**config.mk**
```make
export PLATFORM = sky130hd
export DESIGN_NAME = id_ex_stage
export DESIGN_NICKNAME = d
export VERILOG_FILES = /design/src/rtl/id_ex_stage.sv
export SDC_FILE = /design/constraint.sdc
export NUM_CORES = 1
export LEC_CHECK = 0
export CORE_AREA = 2 2 109 190
export DETAILED_ROUTE_END_ITERATION = 10
export DIE_AREA = 0 0 111 192
export GPL_ROUTABILITY_DRIVEN = 0
export HOLD_SLACK_MARGIN = 0.12
export PLACE_DENSITY_LB_ADDON = 0.08
export SETUP_SLACK_MARGIN = 0.02
export SLEW_MARGIN = 20
export SYNTH_ARGS = -nofsm -noshare
export SYNTH_HDL_FRONTEND = slang
export SYNTH_SLANG_ARGS = --single-unit
```
**constraint.sdc**
```tcl
create_clock -name clk_I -period 2.1 [get_ports clk_I]
set_input_delay 0.42 -clock clk_I [delete_from_list [all_inputs] [get_ports clk_I]]
set_output_delay 0.42 -clock clk_I [all_outputs]
set_load 0.1 [all_outputs]
```
**src/rtl/id_ex_stage.sv**
```systemverilog
// ID/EX pipeline register for the RV32I 5-stage core.
// Holds the decoded bundle for EX and detects load-use hazards.
module id_ex_stage #(
    parameter int XLEN = 32
) (
    input  logic            clk_I,
    input  logic            rst_n_I,
    input  logic            memStall_I,
    input  logic            flush_I,
    input  logic            idValid_I,
    input  logic [6:0]      opCode_I,
    input  logic            memReadEnable_I,
    input  logic            reg_W_EN_I,
    input  logic            aluSrcA_I,
    input  logic            aluSrcB_I,
    input  logic            aluOp_I,
    input  logic            memWriteEn_I,
    input  logic            branchInst_I,
    input  logic            ItypeInsts_I,
    input  logic            jumpTypeInst_I,
    input  logic [1:0]      destRegWriteSel_I,
    input  logic [XLEN-1:0] pc_I,
    input  logic [XLEN-1:0] rs1Data_I,
    input  logic [XLEN-1:0] rs2Data_I,
    input  logic [XLEN-1:0] imm_I,
    input  logic [4:0]      rs1Addr_I,
    input  logic [4:0]      rs2Addr_I,
    input  logic [4:0]      rdAddr_I,
    input  logic [2:0]      funct3_I,
    input  logic            funct7b5_I,
    output logic            exMemReadEnable_O,
    output logic            exReg_W_EN_O,
    output logic            exAluSrcA_O,
    output logic            exAluSrcB_O,
    output logic            exAluOp_O,
    output logic            exMemWriteEn_O,
    output logic            exBranchInst_O,
    output logic            exItypeInsts_O,
    output logic            exJumpTypeInst_O,
    output logic [1:0]      exDestRegWriteSel_O,
    output logic [XLEN-1:0] exPc_O,
    output logic [XLEN-1:0] exRs1Data_O,
    output logic [XLEN-1:0] exRs2Data_O,
    output logic [XLEN-1:0] exImm_O,
    output logic [4:0]      exRs1Addr_O,
    output logic [4:0]      exRs2Addr_O,
    output logic [4:0]      exRdAddr_O,
    output logic [2:0]      exFunct3_O,
    output logic            exFunct7b5_O,
    output logic            exValid_O,
    output logic            loadUseStall_O
);

    localparam logic [6:0] OP_LUI   = 7'b0110111;
    localparam logic [6:0] OP_AUIPC = 7'b0010111;
    localparam logic [6:0] OP_JAL   = 7'b1101111;
    localparam logic [6:0] OP_REG   = 7'b0110011;
    localparam logic [6:0] OP_STORE = 7'b0100011;
    localparam logic [6:0] OP_BR    = 7'b1100011;

    typedef struct packed {
        logic       mem_read;
        logic       reg_we;
        logic       alu_src_a;
        logic       alu_src_b;
        logic       alu_op;
        logic       mem_write;
        logic       branch;
        logic       itype;
        logic       jump;
        logic [1:0] wb_sel;
    } ctrl_t;

    typedef struct packed {
        logic [XLEN-1:0] pc;
        logic [XLEN-1:0] rs1_data;
        logic [XLEN-1:0] rs2_data;
        logic [XLEN-1:0] imm;
        logic [4:0]      rs1_addr;
        logic [4:0]      rs2_addr;
        logic [4:0]      rd_addr;
        logic [2:0]      funct3;
        logic            funct7b5;
    } data_t;

    ctrl_t ctrl_in;
    data_t data_in;
    ctrl_t ctrl_d, ctrl_q;
    data_t data_d, data_q;
    logic  valid_d, valid_q;

    logic rs1_used;
    logic rs2_used;
    logic rs1_match;
    logic rs2_match;
    logic hazard;

    assign ctrl_in = '{
        mem_read:  memReadEnable_I,
        reg_we:    reg_W_EN_I,
        alu_src_a: aluSrcA_I,
        alu_src_b: aluSrcB_I,
        alu_op:    aluOp_I,
        mem_write: memWriteEn_I,
        branch:    branchInst_I,
        itype:     ItypeInsts_I,
        jump:      jumpTypeInst_I,
        wb_sel:    destRegWriteSel_I
    };

    assign data_in = '{
        pc:       pc_I,
        rs1_data: rs1Data_I,
        rs2_data: rs2Data_I,
        imm:      imm_I,
        rs1_addr: rs1Addr_I,
        rs2_addr: rs2Addr_I,
        rd_addr:  rdAddr_I,
        funct3:   funct3_I,
        funct7b5: funct7b5_I
    };

    // Which source registers the ID instruction actually reads
    always_comb begin
        rs1_used = 1'b1;
        rs2_used = 1'b0;
        if (opCode_I == OP_LUI || opCode_I == OP_AUIPC ||
            opCode_I == OP_JAL) begin
            rs1_used = 1'b0;
        end
        if (opCode_I == OP_REG || opCode_I == OP_STORE ||
            opCode_I == OP_BR) begin
            rs2_used = 1'b1;
        end
    end

    assign rs1_match = rs1_used && (rs1Addr_I == data_q.rd_addr);
    assign rs2_match = rs2_used && (rs2Addr_I == data_q.rd_addr);

    assign hazard = valid_q && ctrl_q.mem_read &&
                    (data_q.rd_addr != 5'd0) && idValid_I &&
                    (rs1_match || rs2_match);

    assign loadUseStall_O = hazard && !flush_I;

    always_comb begin
        ctrl_d  = ctrl_q;
        data_d  = data_q;
        valid_d = valid_q;
        if (memStall_I) begin
            ctrl_d  = ctrl_q;
        end else if (flush_I || hazard) begin
            ctrl_d  = '0;
            data_d  = '0;
            valid_d = 1'b0;
        end else begin
            // An invalid slot keeps its data but can never write state
            ctrl_d  = idValid_I ? ctrl_in : '0;
            data_d  = data_in;
            valid_d = idValid_I;
        end
    end

    always_ff @(posedge clk_I or negedge rst_n_I) begin
        if (!rst_n_I) begin
            ctrl_q  <= '0;
            data_q  <= '0;
            valid_q <= 1'b0;
        end else begin
            ctrl_q  <= ctrl_d;
            data_q  <= data_d;
            valid_q <= valid_d;
        end
    end

    assign exMemReadEnable_O   = ctrl_q.mem_read;
    assign exReg_W_EN_O        = ctrl_q.reg_we;
    assign exAluSrcA_O         = ctrl_q.alu_src_a;
    assign exAluSrcB_O         = ctrl_q.alu_src_b;
    assign exAluOp_O           = ctrl_q.alu_op;
    assign exMemWriteEn_O      = ctrl_q.mem_write;
    assign exBranchInst_O      = ctrl_q.branch;
    assign exItypeInsts_O      = ctrl_q.itype;
    assign exJumpTypeInst_O    = ctrl_q.jump;
    assign exDestRegWriteSel_O = ctrl_q.wb_sel;
    assign exPc_O              = data_q.pc;
    assign exRs1Data_O         = data_q.rs1_data;
    assign exRs2Data_O         = data_q.rs2_data;
    assign exImm_O             = data_q.imm;
    assign exRs1Addr_O         = data_q.rs1_addr;
    assign exRs2Addr_O         = data_q.rs2_addr;
    assign exRdAddr_O          = data_q.rd_addr;
    assign exFunct3_O          = data_q.funct3;
    assign exFunct7b5_O        = data_q.funct7b5;
    assign exValid_O           = valid_q;

endmodule

```
Yosys cells after proc, flatten, opt, wreduce, memory -nomap -nowiden
Index checks and enable logic that the tools add are counted.

word-level totals
  register bits after elaboration = 159
  bits of input ports = 170
  word-level logic and storage cells = 49

operators by class
  equal/unequal tests = 8
  multiplexer cells = 6
  reduce and logical (&&, ||, !) cells = 15

operators with widths
  operator              number
  $mux W147             1
  $mux W11              2
  $eq A7 B6 Y1 const B  3
  $eq A7 B7 Y1 const B  2
  $eq A5 B5 Y1          2
  $eq A7 B5 Y1 const B  1
  $logic_and A1 B1 Y1   7
  $logic_or A1 B1 Y1    6
  $reduce_bool A5 Y1    1
  $mux W1               3
  $logic_not A1 Y1      1

Depth between registers and ports, before layout
  word-level depth = 9
  depth in mapped cells = 7
  mapped depth without buffers = 4

Worst setup path after synthesis
Ideal clock, no wire load.

  kind = reg-to-output
  start point = register data_q (netlist bit exRdAddr_O[3])
  end point = output loadUseStall_O
  arrival = 3.637 ns
  data required time = 1.680 ns
  path slack = -1.957 ns
  stages on the path, launching flop included = 8
  cells stage by stage = dfrtp_1 xnor2_1 nand2_1 or4_1 buf_2 buf_6 buf_6 a21oi_1

between the ends
  word-level cells in the longest chain between the ends = 5
  elaborated cells between the ends (all ways) = 10
  those cells by class = eq/ne (2); reduce/logical (8)

RTL lines
  what                                                       RTL line       source
  start: declaration                                         89             data_t data_d, data_q;
  start signal: assignment                                   171            data_q <= data_d;
  $eq A5 B5 Y1, or another cell as far along                 137            assign rs1_match = rs1_used && (rs1Addr_I == data_q.rd_addr);
  $logic_and A1 B1 Y1 (on tied branches)                     137, 138, 140
  $logic_or A1 B1 Y1 or $logic_and A1 B1 Y1 (tied branches)  142, 141
  $logic_and A1 B1 Y1 (*)                                    141            (data_q.rd_addr != 5'd0) && idValid_I &&
  $logic_and A1 B1 Y1 (*)                                    144            assign loadUseStall_O = hazard && !flush_I;
  end: declaration                                           51             output logic loadUseStall_O

Mark *: on every way between the ends. The rest lies on a longest branch, timed or not.

Worst setup path in the final report
  start point = input idValid_I
  end point = output loadUseStall_O

between the ends
  word-level cells in the longest chain between the ends = 3

RTL lines
  what                              RTL line  source
  start: declaration                10        input logic idValid_I,
  $logic_and A1 B1 Y1 (2 in a row)  141
  $logic_and A1 B1 Y1               144

No other way between the ends.

==> results.md <==
- Top delay family on crit path: simple AND/OR/NAND/NOR gates
- Worst skew pair latency: 0.42 ns
- Synthesized area per cell: 12.43 sq um
- Detailed Place HPWL: 16450 um
- Setup ws final: -0.4517 ns
- Largest net degree at the start of global routing: 94
- Core Region: 19650 sq um
- Maximum fanout along the worst path: 2
- Setup_tns: -18.66 ns
- Synth Cell Area: 7372 sq um
- Hold Fails Final Rpt: 0
- FF-to-FF Start: exRdAddr_O[2]$_DFFE_PN0N_
- Synth Instances: 593
- Yosys top cell by area: dfrtp_1
- Hold slack: 0.3743 ns
- Reg power frac: 35.1%
- Maximum VDD drop: 0.4449 mV
- CP max stage delay: 0.55 ns
- Inst Count DP: 1105
- Drt total wl: 26000 um
- CTS sink cnt: 159
- Vias in the first global route: 7124
- DR iter-0 viols: 418
- Minimum clock period: 2.552 ns
- Synth cell types: 20
- Share of the synthesized area in the top cell type: 53.97%
- Die X: 111 um
- Synth Flop Type: dfrtp_1
- Psw: 3.672 mW
- TritonCTS clock tree: built
- Grt ovf: 0
- WP data required: 1.68 ns
- Slew at the pin closest to its max-slew limit: 0.5428 ns
- Yosys warns: 0
- Switching Fraction: 37.34%
- Setup Skew: 0.01213 ns
- Pleak: 4.869 nW
- WL/cell: 22.59 um
- Total die area: 21310 sq um
- RSZ-0062 raised after global routing: true
- Htree depth: 4
- Status: finished with violations
- Initial antenna violation count: 1
- Post-synth EDFFs: 0
- CP arrival: 2.13 ns
- Share of layout cells above drive strength 1: 27.18%
- Final period util: 121.5%
- Type of the worst setup path: in -> out
- Final net count: 1062
- Num CTS Buffers: 17
- Die height: 192 um
- CP cell instances: clkdlybuf4s50_1, and3_4, nand3_1, or4_4, a21oi_4, buf_12
- # rows: 68
- Slew margin rel.: 63.68%
- PortBufs: 329
- Clk buf depth: 2
- Final Power: 9.833 mW
- First-pass GRT wire length: 38750 um
- Slowest CP cell: or4_4
- Worst Hold Launch: memStall_I
- Comb power frac: 31.8%
- Int Pwr: 6.161 mW
- Setup violators final: 160
- GRT Util Overall: 22.99%
- Fin util: 58.47%
- # IOs: 330
- Synth area leaders: dfrtp_1 54%, a32o_1 22%, nor3b_1 15%
- Synth top cells by count: 159 x a32o_1, 159 x dfrtp_1, 148 x nor3b_1
- Sequential area share after synthesis: 53.97%
- CP startpoint: idValid_I
- Register bit total from synthesis: 159
- Clock share of power: 33.1%
- Max Cap Viol: 0
- WP buf/inv: 2
- Async SR Flop Fraction: 100.0%
- Initial Util: 37.51%
- Syn-to-layout area delta: 55.87%
- Reg clk slew, reported paths: 0.06 ns
- Residual DRC count: 0
- Max-slew violation count: 0
- Crit. End Element: output pin
- Root Buffer: clkbuf_16
- Power Dens Cells: 855.8 nW/um^2
- DR vias/cell: 5.756
- Path type of the worst min-delay path: in -> reg
- Router iterations before antenna repair: 4
- Syn_nets: 763
- Failing checks: negative setup slack
- Via Count: 6625
- Critical path startpoint category: input pin
- F_max: 0.3919 GHz
- Non-filler cells, final: 1151
- Remaining antenna violation count: 0
[power groups by stage]
| stage | sequential [mW] | clock, mW | combinational, mW |
|---|---|---|---|
| floorplan | 5.20 | 0 | 0.458 |
| global placement | 3.49 | 0 | 3.10 |
| detailed placement | 3.51 | 0 | 3.14 |
| CTS | 3.45 | 3.32 | 3.14 |
| global route | 3.48 | 3.45 | 3.23 |
| finish | 3.45 | 3.25 | 3.13 |
[layer usage]
layer / up-vias / share of wire (%) / global-route usage [%]
met5: - / 0 / 0
met4: 0 / 3.4 / 11.59
met3: 45 / 6.8 / 6.658
met2: 274 / 52 / 40.28
met1: 3340 / 38 / 25.42
li1: 2966 / - / -
[metrics by stage]
step           instance area [sq um]  setup slack, ns
6_report                       11490          -0.4517
5_1_grt                        11490          -0.5165
4_1_cts                        11320          -0.4590
3_5_place_dp                   10480          -0.6368
3_3_place_gp                   10480          -0.6143
2_1_floorplan                   7490          -0.6483
[worst paths after layout]
kind / end / slack [ns] / depth (start not counted)
max: loadUseStall_O / -0.45 / 6
min: exReg_W_EN_O$_DFFE_PN0N_ / 0.37 / 2
max reg2reg: exRs1Data_O[8]$_DFFE_PN0N_ / -0.20 / 6
min reg2reg: exImm_O[6]$_DFFE_PN0N_ / 0.49 / 1
max in group asynchronous: exRs1Data_O[25]$_DFFE_PN0N_ / 0.96 / 3
min in group asynchronous: exImm_O[22]$_DFFE_PN0N_ / 0.48 / 2
[cells in the final DEF (no fill, tap or decap)]
cell	n
a21oi_4	1
a32o_1	159
and2_1	11
and3_1	1
and3_4	1
buf_12	10
buf_16	6
buf_4	173
buf_6	3
buf_8	1
bufbuf_16	1
bufinv_16	3
clkbuf_16	21
clkbuf_8	4
clkdlybuf4s50_1	163
clkinv_2	2
clkinv_4	3
clkinvlp_4	3
dfrtp_1	152
dfrtp_4	7
diode_2	1
dlygate4sd2_1	3
dlygate4sd3_1	1
inv_6	1
nand2_1	2
nand2b_1	1
nand3_1	3
nand4_1	1
nor2_1	4
nor2b_1	1
nor3b_1	148
o2111a_1	1
o21ai_0	1
or4_1	1
or4_4	2
xnor2_1	6
xnor2_2	4
[flip-flops by register name, summed over array words and instances, names as in the netlist, 2 cells and up]
register	flops
exFunct3_O	3
exRdAddr_O	5
exRs1Addr_O	5
exPc_O	32
exRs2Addr_O	5
exDestRegWriteSel_O	2
exImm_O	32
exRs1Data_O	32
exRs2Data_O	32
[kinds of logic (layout without fill, tap and decap cells)]
group / count (synthesis) / in the layout / share of synthesized area [%]
and+or+nand+nor: 176 / 176 / 17.24
AOI/OAI and AO/OA: 162 / 162 / 21.88
DFF: 159 / 159 / 53.97
buffers and inverters: 86 / 398 / 5.720
xor gates and xnor gates: 10 / 10 / 1.188
other: 0 / 1 / 0
[layout make-up]
class | instances | area [sq um]
Fill cell | 1658 | 8163
Sequential cell | 159 | 4005
Timing Repair Buffer | 366 | 3527
Multi-Input combinational cell | 348 | 3025
Clock buffer | 20 | 466.7
Tap cell | 245 | 306.5
Clock inverter | 12 | 157.7
Antenna cell | 1 | 2.502
[repair_timing]
action | in CTS | in global routing
gates cloned | 3 | 6
endpoints found under the setup margin | 160 | 160
hold buffers | 1 | 0
endpoints found under the hold margin | 35 | 0
gates resized for setup | 26 | 9
setup buffers | 2 | 1
pin swaps | 6 | 0
(Power assumes the default switching activity.)
